===== src/rtl/mat_row_sequencer_pkg.sv =====
// ============================================================================
// Module   : mat_row_sequencer_pkg
// Brief    : Shared types for the matrix-unit issue path (dispatch packet,
//            row beat struct, matrix type codes).
// Revision : 1.0
// ============================================================================
`default_nettype none

package mat_row_sequencer_pkg;

   localparam int MAT_ROW_W    = 4;
   localparam int M_INSTR_BITS = 4;
   localparam int M_TYPE_NONE  = 0;

   typedef struct packed {
      logic [15:0]             uuid;
      logic [1:0]              m_type;
      logic [MAT_ROW_W-1:0]    m_row_size;
      logic [M_INSTR_BITS-1:0] m_instr_id;
      logic [M_INSTR_BITS-1:0] m_instr_cnt;
      logic [31:0]             payload;
   } data_t;

   // Execute lane consumes the packet plus its row tags as one word.
   typedef struct packed {
      data_t                data;
      logic [MAT_ROW_W-1:0] row_idx;
      logic                 row_last;
      logic                 instr_last;
   } mat_row_t;

endpackage

`default_nettype wire


===== src/rtl/mat_row_sequencer_if.sv =====
// ============================================================================
// Module   : mat_row_sequencer_if
// Brief    : Dispatch valid/ready handshake carrying one instruction packet.
// Revision : 1.0
// ============================================================================
`default_nettype none

interface mat_row_sequencer_if;
   import mat_row_sequencer_pkg::*;

   logic  valid;
   logic  ready;
   data_t data;

   modport master (output valid, output data, input ready);
   modport slave  (input valid, input data, output ready);

endinterface

`default_nettype wire


===== src/rtl/mat_row_sequencer.sv =====
// ============================================================================
// Module   : mat_row_sequencer
// Brief    : Holds one dispatched packet and replays it as one row beat per
//            cycle, tagging row index and last-row / last-instruction flags.
// Revision : 1.0
// ============================================================================
`default_nettype none

module mat_row_sequencer #(
   parameter string INSTANCE_ID = "",
   parameter int    MAX_ROWS    = 16,
   parameter int    M_TYPE_NONE = 0,
   localparam int   ROW_W       = $clog2(MAX_ROWS)
) (
   input  wire logic                       clk,
   input  wire logic                       reset,
   mat_row_sequencer_if.slave              dispatch_if,
   output logic                            row_valid,
   input  wire logic                       row_ready,
   output mat_row_sequencer_pkg::data_t    row_data,
   output logic [ROW_W-1:0]                row_idx,
   output logic                            row_last,
   output logic                            instr_last,
   output logic                            busy
);
   import mat_row_sequencer_pkg::*;

   typedef enum logic [0:0] {
      S_IDLE  = 1'b0,
      S_ISSUE = 1'b1
   } state_t;

   state_t                  r_state;
   data_t                   r_pkt;
   logic [ROW_W-1:0]        r_row_idx;
   logic [ROW_W-1:0]        r_rows_m1;

   logic                    w_row_last;
   logic                    w_fire;
   logic                    w_accept;
   logic                    w_is_final_instr;
   logic [ROW_W-1:0]        w_load_rows_m1;
   logic [M_INSTR_BITS-1:0] w_instr_tgt;

   always_comb begin
      w_row_last        = (r_state == S_ISSUE) && (r_row_idx == r_rows_m1);
      w_fire            = (r_state == S_ISSUE) && row_ready;
      dispatch_if.ready = (r_state == S_IDLE) || (w_fire && w_row_last);
      w_accept          = dispatch_if.valid && dispatch_if.ready;

      // Row count is clamped to the ceiling; non-matrix packets are one beat.
      w_load_rows_m1 = '0;
      if (int'(dispatch_if.data.m_type) != M_TYPE_NONE) begin
         if (int'(dispatch_if.data.m_row_size) > MAX_ROWS - 1)
            w_load_rows_m1 = ROW_W'(MAX_ROWS - 1);
         else
            w_load_rows_m1 = ROW_W'(dispatch_if.data.m_row_size);
      end

      // An instruction count of zero behaves as a count of one.
      w_instr_tgt = (r_pkt.m_instr_cnt == '0) ? '0
                  : r_pkt.m_instr_cnt - M_INSTR_BITS'(1);
      w_is_final_instr = (int'(r_pkt.m_type) == M_TYPE_NONE)
                      || (r_pkt.m_instr_id == w_instr_tgt);
   end

   always_ff @(posedge clk) begin
      if (reset) begin
         r_state   <= S_IDLE;
         r_pkt     <= '0;
         r_row_idx <= '0;
         r_rows_m1 <= '0;
      end else begin
         case (r_state)
            S_IDLE: begin
               if (w_accept) begin
                  r_pkt     <= dispatch_if.data;
                  r_row_idx <= '0;
                  r_rows_m1 <= w_load_rows_m1;
                  r_state   <= S_ISSUE;
               end
            end
            S_ISSUE: begin
               if (w_fire) begin
                  if (!w_row_last) begin
                     r_row_idx <= r_row_idx + ROW_W'(1);
                  end else if (w_accept) begin
                     r_pkt     <= dispatch_if.data;
                     r_row_idx <= '0;
                     r_rows_m1 <= w_load_rows_m1;
                  end else begin
                     r_state   <= S_IDLE;
                  end
               end
            end
            default: r_state <= S_IDLE;
         endcase
      end
   end

   assign row_valid  = (r_state == S_ISSUE);
   assign busy       = (r_state == S_ISSUE);
   assign row_data   = r_pkt;
   assign row_idx    = r_row_idx;
   assign row_last   = w_row_last;
   assign instr_last = w_row_last && w_is_final_instr;

endmodule

`default_nettype wire


===== src/flat_wrapper.sv =====
// flat-port wrapper written by rule: the top's interface ports become plain ports
module mat_row_sequencer_flat import mat_row_sequencer_pkg::*;
#(
   parameter string INSTANCE_ID = "",
   parameter int    MAX_ROWS    = 16,
   parameter int    M_TYPE_NONE = 0,
   localparam int   ROW_W       = $clog2(MAX_ROWS)
)
  (clk, reset, row_valid, row_ready, row_data, row_idx, row_last, instr_last, busy, dispatch_if_valid, dispatch_if_data, dispatch_if_ready);
  mat_row_sequencer_if dispatch_if_i ();
  input  wire logic clk;
  input  wire logic reset;
  output logic row_valid;
  input  wire logic row_ready;
  output mat_row_sequencer_pkg::data_t row_data;
  output logic [ROW_W-1:0] row_idx;
  output logic row_last;
  output logic instr_last;
  output logic busy;
  input wire logic [$bits(dispatch_if_i.valid)-1:0] dispatch_if_valid;
  input wire logic [$bits(dispatch_if_i.data)-1:0] dispatch_if_data;
  output wire logic [$bits(dispatch_if_i.ready)-1:0] dispatch_if_ready;
  assign dispatch_if_i.valid = dispatch_if_valid;
  assign dispatch_if_i.data = dispatch_if_data;
  assign dispatch_if_ready = dispatch_if_i.ready;
  mat_row_sequencer #(.INSTANCE_ID(INSTANCE_ID), .MAX_ROWS(MAX_ROWS), .M_TYPE_NONE(M_TYPE_NONE)) u_core (.clk(clk), .reset(reset), .dispatch_if(dispatch_if_i), .row_valid(row_valid), .row_ready(row_ready), .row_data(row_data), .row_idx(row_idx), .row_last(row_last), .instr_last(instr_last), .busy(busy));
endmodule

===== config.mk =====
export PLATFORM = sky130hd
export DESIGN_NAME = mat_row_sequencer_flat
export DESIGN_NICKNAME = d
export VERILOG_FILES = /design/src/rtl/mat_row_sequencer_pkg.sv /design/src/rtl/mat_row_sequencer_if.sv /design/src/rtl/mat_row_sequencer.sv /design/src/flat_wrapper.sv
export SDC_FILE = /design/constraint.sdc
export NUM_CORES = 1
export LEC_CHECK = 0
export BUFFER_PORTS_ARGS = -buffer_cell sky130_fd_sc_hd__buf_2
export CORE_MARGIN = 5
export CORE_UTILIZATION = 49
export DETAILED_ROUTE_END_ITERATION = 7
export MAX_ROUTING_LAYER = met4
export PLACE_DENSITY_LB_ADDON = 0.15
export SYNTH_ARGS = -nofsm -noshare
export SYNTH_HDL_FRONTEND = slang
export SYNTH_SLANG_ARGS = --single-unit

===== constraint.sdc =====
create_clock -name clk -period 5.4 [get_ports clk]
set_clock_uncertainty 0.15 [all_clocks]
set_input_delay 1.35 -clock clk [delete_from_list [all_inputs] [get_ports clk]]
set_output_delay 1.35 -clock clk [all_outputs]
set_load 0.03 [all_outputs]

---- Word-level counts from Yosys, hierarchy flattened ----
Cells that the tools add are included.
word-level totals
  register bits after elaboration ......... 71
  output and inout bits ................... 71
  word-level logic and storage cells ...... 45
operators by class
  add/sub/neg operators ................... 2
  equal/unequal tests ..................... 4
  multiplexer cells ....................... 18
  bitwise logic cells ..................... 1
  reductions and logical operators ........ 11
operators with widths
  kind                                               count
  2-to-1 mux 62 bit                                  3
  case mux 62 bit (2 select lines)                   1
  2-to-1 mux 4 bit                                   8
  case mux 4 bit (2 select lines)                    2
  equality test 4 bit                                2
  logical AND 1 bit                                  5
  adder 4 x 1 -> 4 bit (second input constant)       1
  logical NOT 4 bit                                  1
  != test 2 bit (second input constant)              2
  subtractor 4 x 1 -> 4 bit (second input constant)  1
  2-to-1 mux 1 bit                                   3
  logical NOT 2 bit                                  1
  logical OR 1 bit                                   2
  case mux 1 bit (2 select lines)                    1
  AND reduction 2 bit                                1
  nonzero test 2 bit                                 1
  NOT 1 bit                                          1

---- Longest topological paths before layout ----
  word-level depth ........................ 9
  mapped depth ............................ 7

---- Worst setup path after synthesis ----
OpenSTA, ideal clock, no wires.
  kind .................................... flip-flop to output port
  start ................................... register u_core.r_row_idx[0] (netlist: u_core.row_idx[0])
  end ..................................... output port instr_last
  arrival ................................. 1.852 ns
  required time ........................... 3.900 ns
  path slack .............................. 2.048 ns
  stages on the path, launching flop included .. 5
  path through ............................ dfxtp_1 xor2_1 nor4_4 and2_1 o221a_2
between the ends
  word-level cells in the longest chain between the ends .. 3
RTL lines
  what                      RTL line                  source
  start: declaration        mat_row_sequencer.sv:35   logic [ROW_W-1:0] r_row_idx;
  start signal: assignment  mat_row_sequencer.sv:86   r_row_idx <= r_row_idx + ROW_W'(1);
  equality test 4 bit       mat_row_sequencer.sv:46   w_row_last = (r_state == S_ISSUE) && (r_row_idx == r_rows_m1);
  logical AND 1 bit         mat_row_sequencer.sv:46
  via row_last              flat_wrapper.sv:17        output logic row_last;
  logical AND 1 bit         mat_row_sequencer.sv:106  assign instr_last = w_row_last && w_is_final_instr;
  end: declaration          flat_wrapper.sv:18        output logic instr_last;
The timed path passes the listed nets, and every way through them passes these cells.

---- Final worst setup path ----
  start ................................... register u_core.r_row_idx[0] (netlist: u_core.row_idx[0])
  end ..................................... output port instr_last
between the ends
  word-level cells in the longest chain between the ends .. 3
RTL lines
  what                 RTL line
  equality test 4 bit  mat_row_sequencer.sv:46
  logical AND 1 bit    mat_row_sequencer.sv:46
  logical AND 1 bit    mat_row_sequencer.sv:106
Every way passes these cells.

==> Implementation_results.wiki <==
{| class="wikitable"
! Metric !! Value
|-
| First-pass GRT wire length || approximately 11,000 um
|-
| F_max || approximately 280 MHz
|-
| Die width || 85.3 um
|-
| Number of max-cap violations || 0
|-
| Grt total ovfl || 0
|-
| Internal || roughly 0.82 mW
|-
| Area Growth Syn to Fin || 29.9%
|-
| Critical-path maximum fanout || 7
|-
| Post-detailed-route count of antenna-violating nets || 0
|-
| Fraction of layout instances using a drive strength above 1 || about a third
|-
| Post-CTS setup buffer count || 0
|-
| Largest cells by area after synthesis || sky130_fd_sc_hd__dfxtp_1 51%, sky130_fd_sc_hd__nand2_1 18%, sky130_fd_sc_hd__a21oi_1 13%
|-
| Classification of the worst setup path || register to output pin
|-
| Final critical path time including I/O delays and setup || about 3.5 ns
|-
| Cts-stage hold buffer count || 0
|-
| Most instantiated cells after synthesis || 130 x sky130_fd_sc_hd__nand2_1, 72 x sky130_fd_sc_hd__a21oi_1, 71 x sky130_fd_sc_hd__dfxtp_1
|-
| CP startpoint kind || register
|-
| Area share of the leading cell type in the synthesized netlist || approximately half
|-
| Number of enable flip-flop cells after synthesis || 0
|-
| Net count of the finished layout || 542
|-
| Library cell used as clock root buffer || sky130_fd_sc_hd__clkbuf_8
|-
| Clock network fraction of design power || 29.4%
|-
| Launch instance of the worst register-to-register path || u_core.row_idx[0]
|-
| Unrepaired setup endpoints after global routing || false
|-
| Synth cell types || 33
|-
| Cell area after placement || approximately 3400 um^2
|-
| Proportion of synthesized chip area in sequential cells || 51.1%
|-
| DRC violation count after routing || 0
|-
| Startpoint of the worst setup timing path || u_core.row_idx[0]
|-
| Total wire length || 7200 um
|-
| Via count of the routed design || approximately 2,700
|-
| Portion of the clock cycle consumed by the worst path in the final layout || 65.4%
|-
| Gp weighted congestion || slightly below 0.8
|-
| Power spent charging and discharging nets || 0.396 mW
|-
| Count of routing violations after the opening detailed-route iteration || 100
|-
| Clock tree from TritonCTS || yes
|-
| Sum of negative setup slack || 0 ns
|-
| Most common cell in the synthesized netlist || sky130_fd_sc_hd__nand2_1
|-
| Top Ports || about 140
|-
| Hold Crit Class || register to register
|-
| Endpoint of the lowest-slack register-to-register path || u_core.row_data[43]
|-
| Total Die Area || approximately 7300 um^2
|-
| Post-Synthesis Cells || between 300 and 400
|-
| Max clock buf depth || 2
|-
| Final number of hold-violating endpoints || 0
|-
| Ys flop type || sky130_fd_sc_hd__dfxtp_1
|-
| Total iterations of the first detailed-routing run || 5
|-
| End point of the critical path || instr_last
|-
| Row cnt || 27
|-
| Pwr/cell area || 338 nW/um^2
|-
| Leak pwr || 1.74 nW
|-
| Count of buffers inserted at the top-level ports || ~140
|-
| Crit path DAT || 2.03 ns
|-
| Asr flop ratio synth || 0%
|-
| Die boundary height || around 85 um
|-
| Routed len/inst || roughly 13 um
|-
| Gates resized, CTS repair || 0
|-
| Diode insertion count for antenna repair || 0
|-
| Worst-skew pair later-pin latency || approximately 0.33 ns
|-
| Result of the run || finished, final reports clean
|-
| Maximum VDD drop || 0.000177 V
|-
| Actual slew at the worst max-slew pin || roughly 1.2 ns
|-
| Post-synthesis average cell area || roughly 8.0 um^2
|-
| DPL Wire Length || approximately 5000 um
|-
| Depth of the most critical reg-to-reg path || 6
|-
| Setup-violating endpoint count in the final report || 0
|-
| Clock transition time at the flip-flop clock pins of the worst setup and hold paths || ~0.070 ns
|-
| Initial Utilization || around half
|-
| Post-Layout Inst Area || approximately 3600 um^2
|-
| Switching Share || approximately a third
|-
| Critical Path Sink Type || output pin
|-
| Required time worst endpoint || 3.90 ns
|-
| Number of global-route vias before repair || approximately 2,400
|-
| Clock buffers created by TritonCTS || 9
|-
| Fin Hold WS || approximately 0.3 ns
|-
| Synthesis-stage register bit count || between 70 and 80
|-
| Relative slew slack || 19.7%
|-
| Cell type with the largest total area after synthesis || sky130_fd_sc_hd__dfxtp_1
|-
| Combinational Power Share || around 22%
|-
| Max-slew violations || 0
|-
| Core area || 5510 um^2
|-
| Synthesized netlist net count || ~420
|-
| Via-per-instance ratio || 4.98
|-
| Maximum number of pins on one net before global-route repair || 51
|-
| Sequential cell fraction of total power || slightly below 50%
|-
| Overall fraction of global-route tracks in use || between 10% and 20%
|-
| CTS H-tree depth || 3
|-
| Initial antenna violation count || 0
|-
| Syn. warnings || 0
|-
| Flop2flop setup slack || between 2 and 3 ns
|-
| Cell area after technology mapping || around 2800 um^2
|-
| Clk sink count || 71
|}
==> placed cells by master (no fill, tap or decap), types with 3 or more instances in the layout <==
| master | count |
|---|---|
| sky130_fd_sc_hd__a21oi_1 | 72 |
| sky130_fd_sc_hd__buf_2 | 136 |
| sky130_fd_sc_hd__buf_4 | 3 |
| sky130_fd_sc_hd__clkbuf_8 | 10 |
| sky130_fd_sc_hd__clkinv_2 | 3 |
| sky130_fd_sc_hd__dfxtp_1 | 71 |
| sky130_fd_sc_hd__inv_1 | 3 |
| sky130_fd_sc_hd__nand2_1 | 130 |
| sky130_fd_sc_hd__nand3_1 | 7 |
| sky130_fd_sc_hd__nor2_1 | 4 |
| sky130_fd_sc_hd__nor2b_1 | 3 |
| sky130_fd_sc_hd__nor3_1 | 3 |
| sky130_fd_sc_hd__o21ai_0 | 4 |
| sky130_fd_sc_hd__xor2_1 | 5 |
==> power groups by stage <==
stage / clock network, mW / logic (mW) / registers (mW)
after global routing: 0.395 / 0.297 / 0.594
after CTS: 0.368 / 0.275 / 0.589
final: 0.358 / 0.272 / 0.589
after detailed placement: 0 / 0.274 / 0.600
after global placement: 0 / 0.270 / 0.599
after floorplan: 0 / 0.123 / 0.671
==> cell type report <==
type | count | area [um^2]
clock buffer | 11 | 141
clock inverter | 4 | 22.5
fill | 505 | 1900
inverter | 3 | 11.3
multi-input combinational | 251 | 1220
sequential | 71 | 1420
tap | 72 | 90.1
timing repair buffer | 139 | 703
==> stage by stage <==
step,total power [mW],setup WS [ns],utilization [%],cells
2_1_floorplan,0.793,2.05,-,348
3_5_place_dp,0.874,1.90,62.6,536
6_report,1.22,1.87,65.5,551
5_1_grt,1.29,1.71,65.5,551
3_3_place_gp,0.869,1.95,62.6,536
4_1_cts,1.23,1.85,65.5,551
==> worst max-delay path, cell delays in order, from the launching register on <==
cell and delay [ns]:
sky130_fd_sc_hd__dfxtp_1 0.47, sky130_fd_sc_hd__xor2_1 0.17, sky130_fd_sc_hd__nor4_4 0.44, sky130_fd_sc_hd__and2_1 0.24, sky130_fd_sc_hd__o221a_2 0.18, sky130_fd_sc_hd__buf_2 0.20
==> how the worst min path moves through the flow <==
stage,start,endpoint,depth (start not counted)
2_1_floorplan,u_core.r_rows_m1[0],u_core.r_rows_m1[0],2
3_3_place_gp,u_core.row_data[3],u_core.row_data[3],2
3_5_place_dp,u_core.row_data[25],u_core.row_data[25],2
4_1_cts,u_core.row_data[5],u_core.row_data[5],2
5_1_grt,u_core.row_data[12],u_core.row_data[12],2
6_report,u_core.row_data[40],u_core.row_data[40],2
==> kinds of logic (layout without fill, tap and decap cells) <==
logic type / Yosys count / after routing / synth area share (%)
simple gates: 156 / 156 / 23.5
compound gates: 87 / 87 / 17.4
flops: 71 / 71 / 51.1
buf+inv: 26 / 157 / 5.31
xor+xnor: 7 / 7 / 2.21
fa+ha+maj: 1 / 1 / 0.450
==> registers in the layout, indices dropped and copies added, names as in the netlist <==
name / cells
u_core.busy: 1
u_core.r_rows_m1: 4
u_core.row_data: 62
u_core.row_idx: 4
==> per-layer routing <==
layer / routed length, um / track usage [%] / vias to the layer above
met5: 0 / - / -
met4: 85 / 7.77 / 0
met3: 702 / 5.53 / 9
met2: 3070 / 29.4 / 100
met1: 3340 / 25.3 / 1230
li1: - / - / 1405
Note: power is estimated with default switching activity, not from simulation.
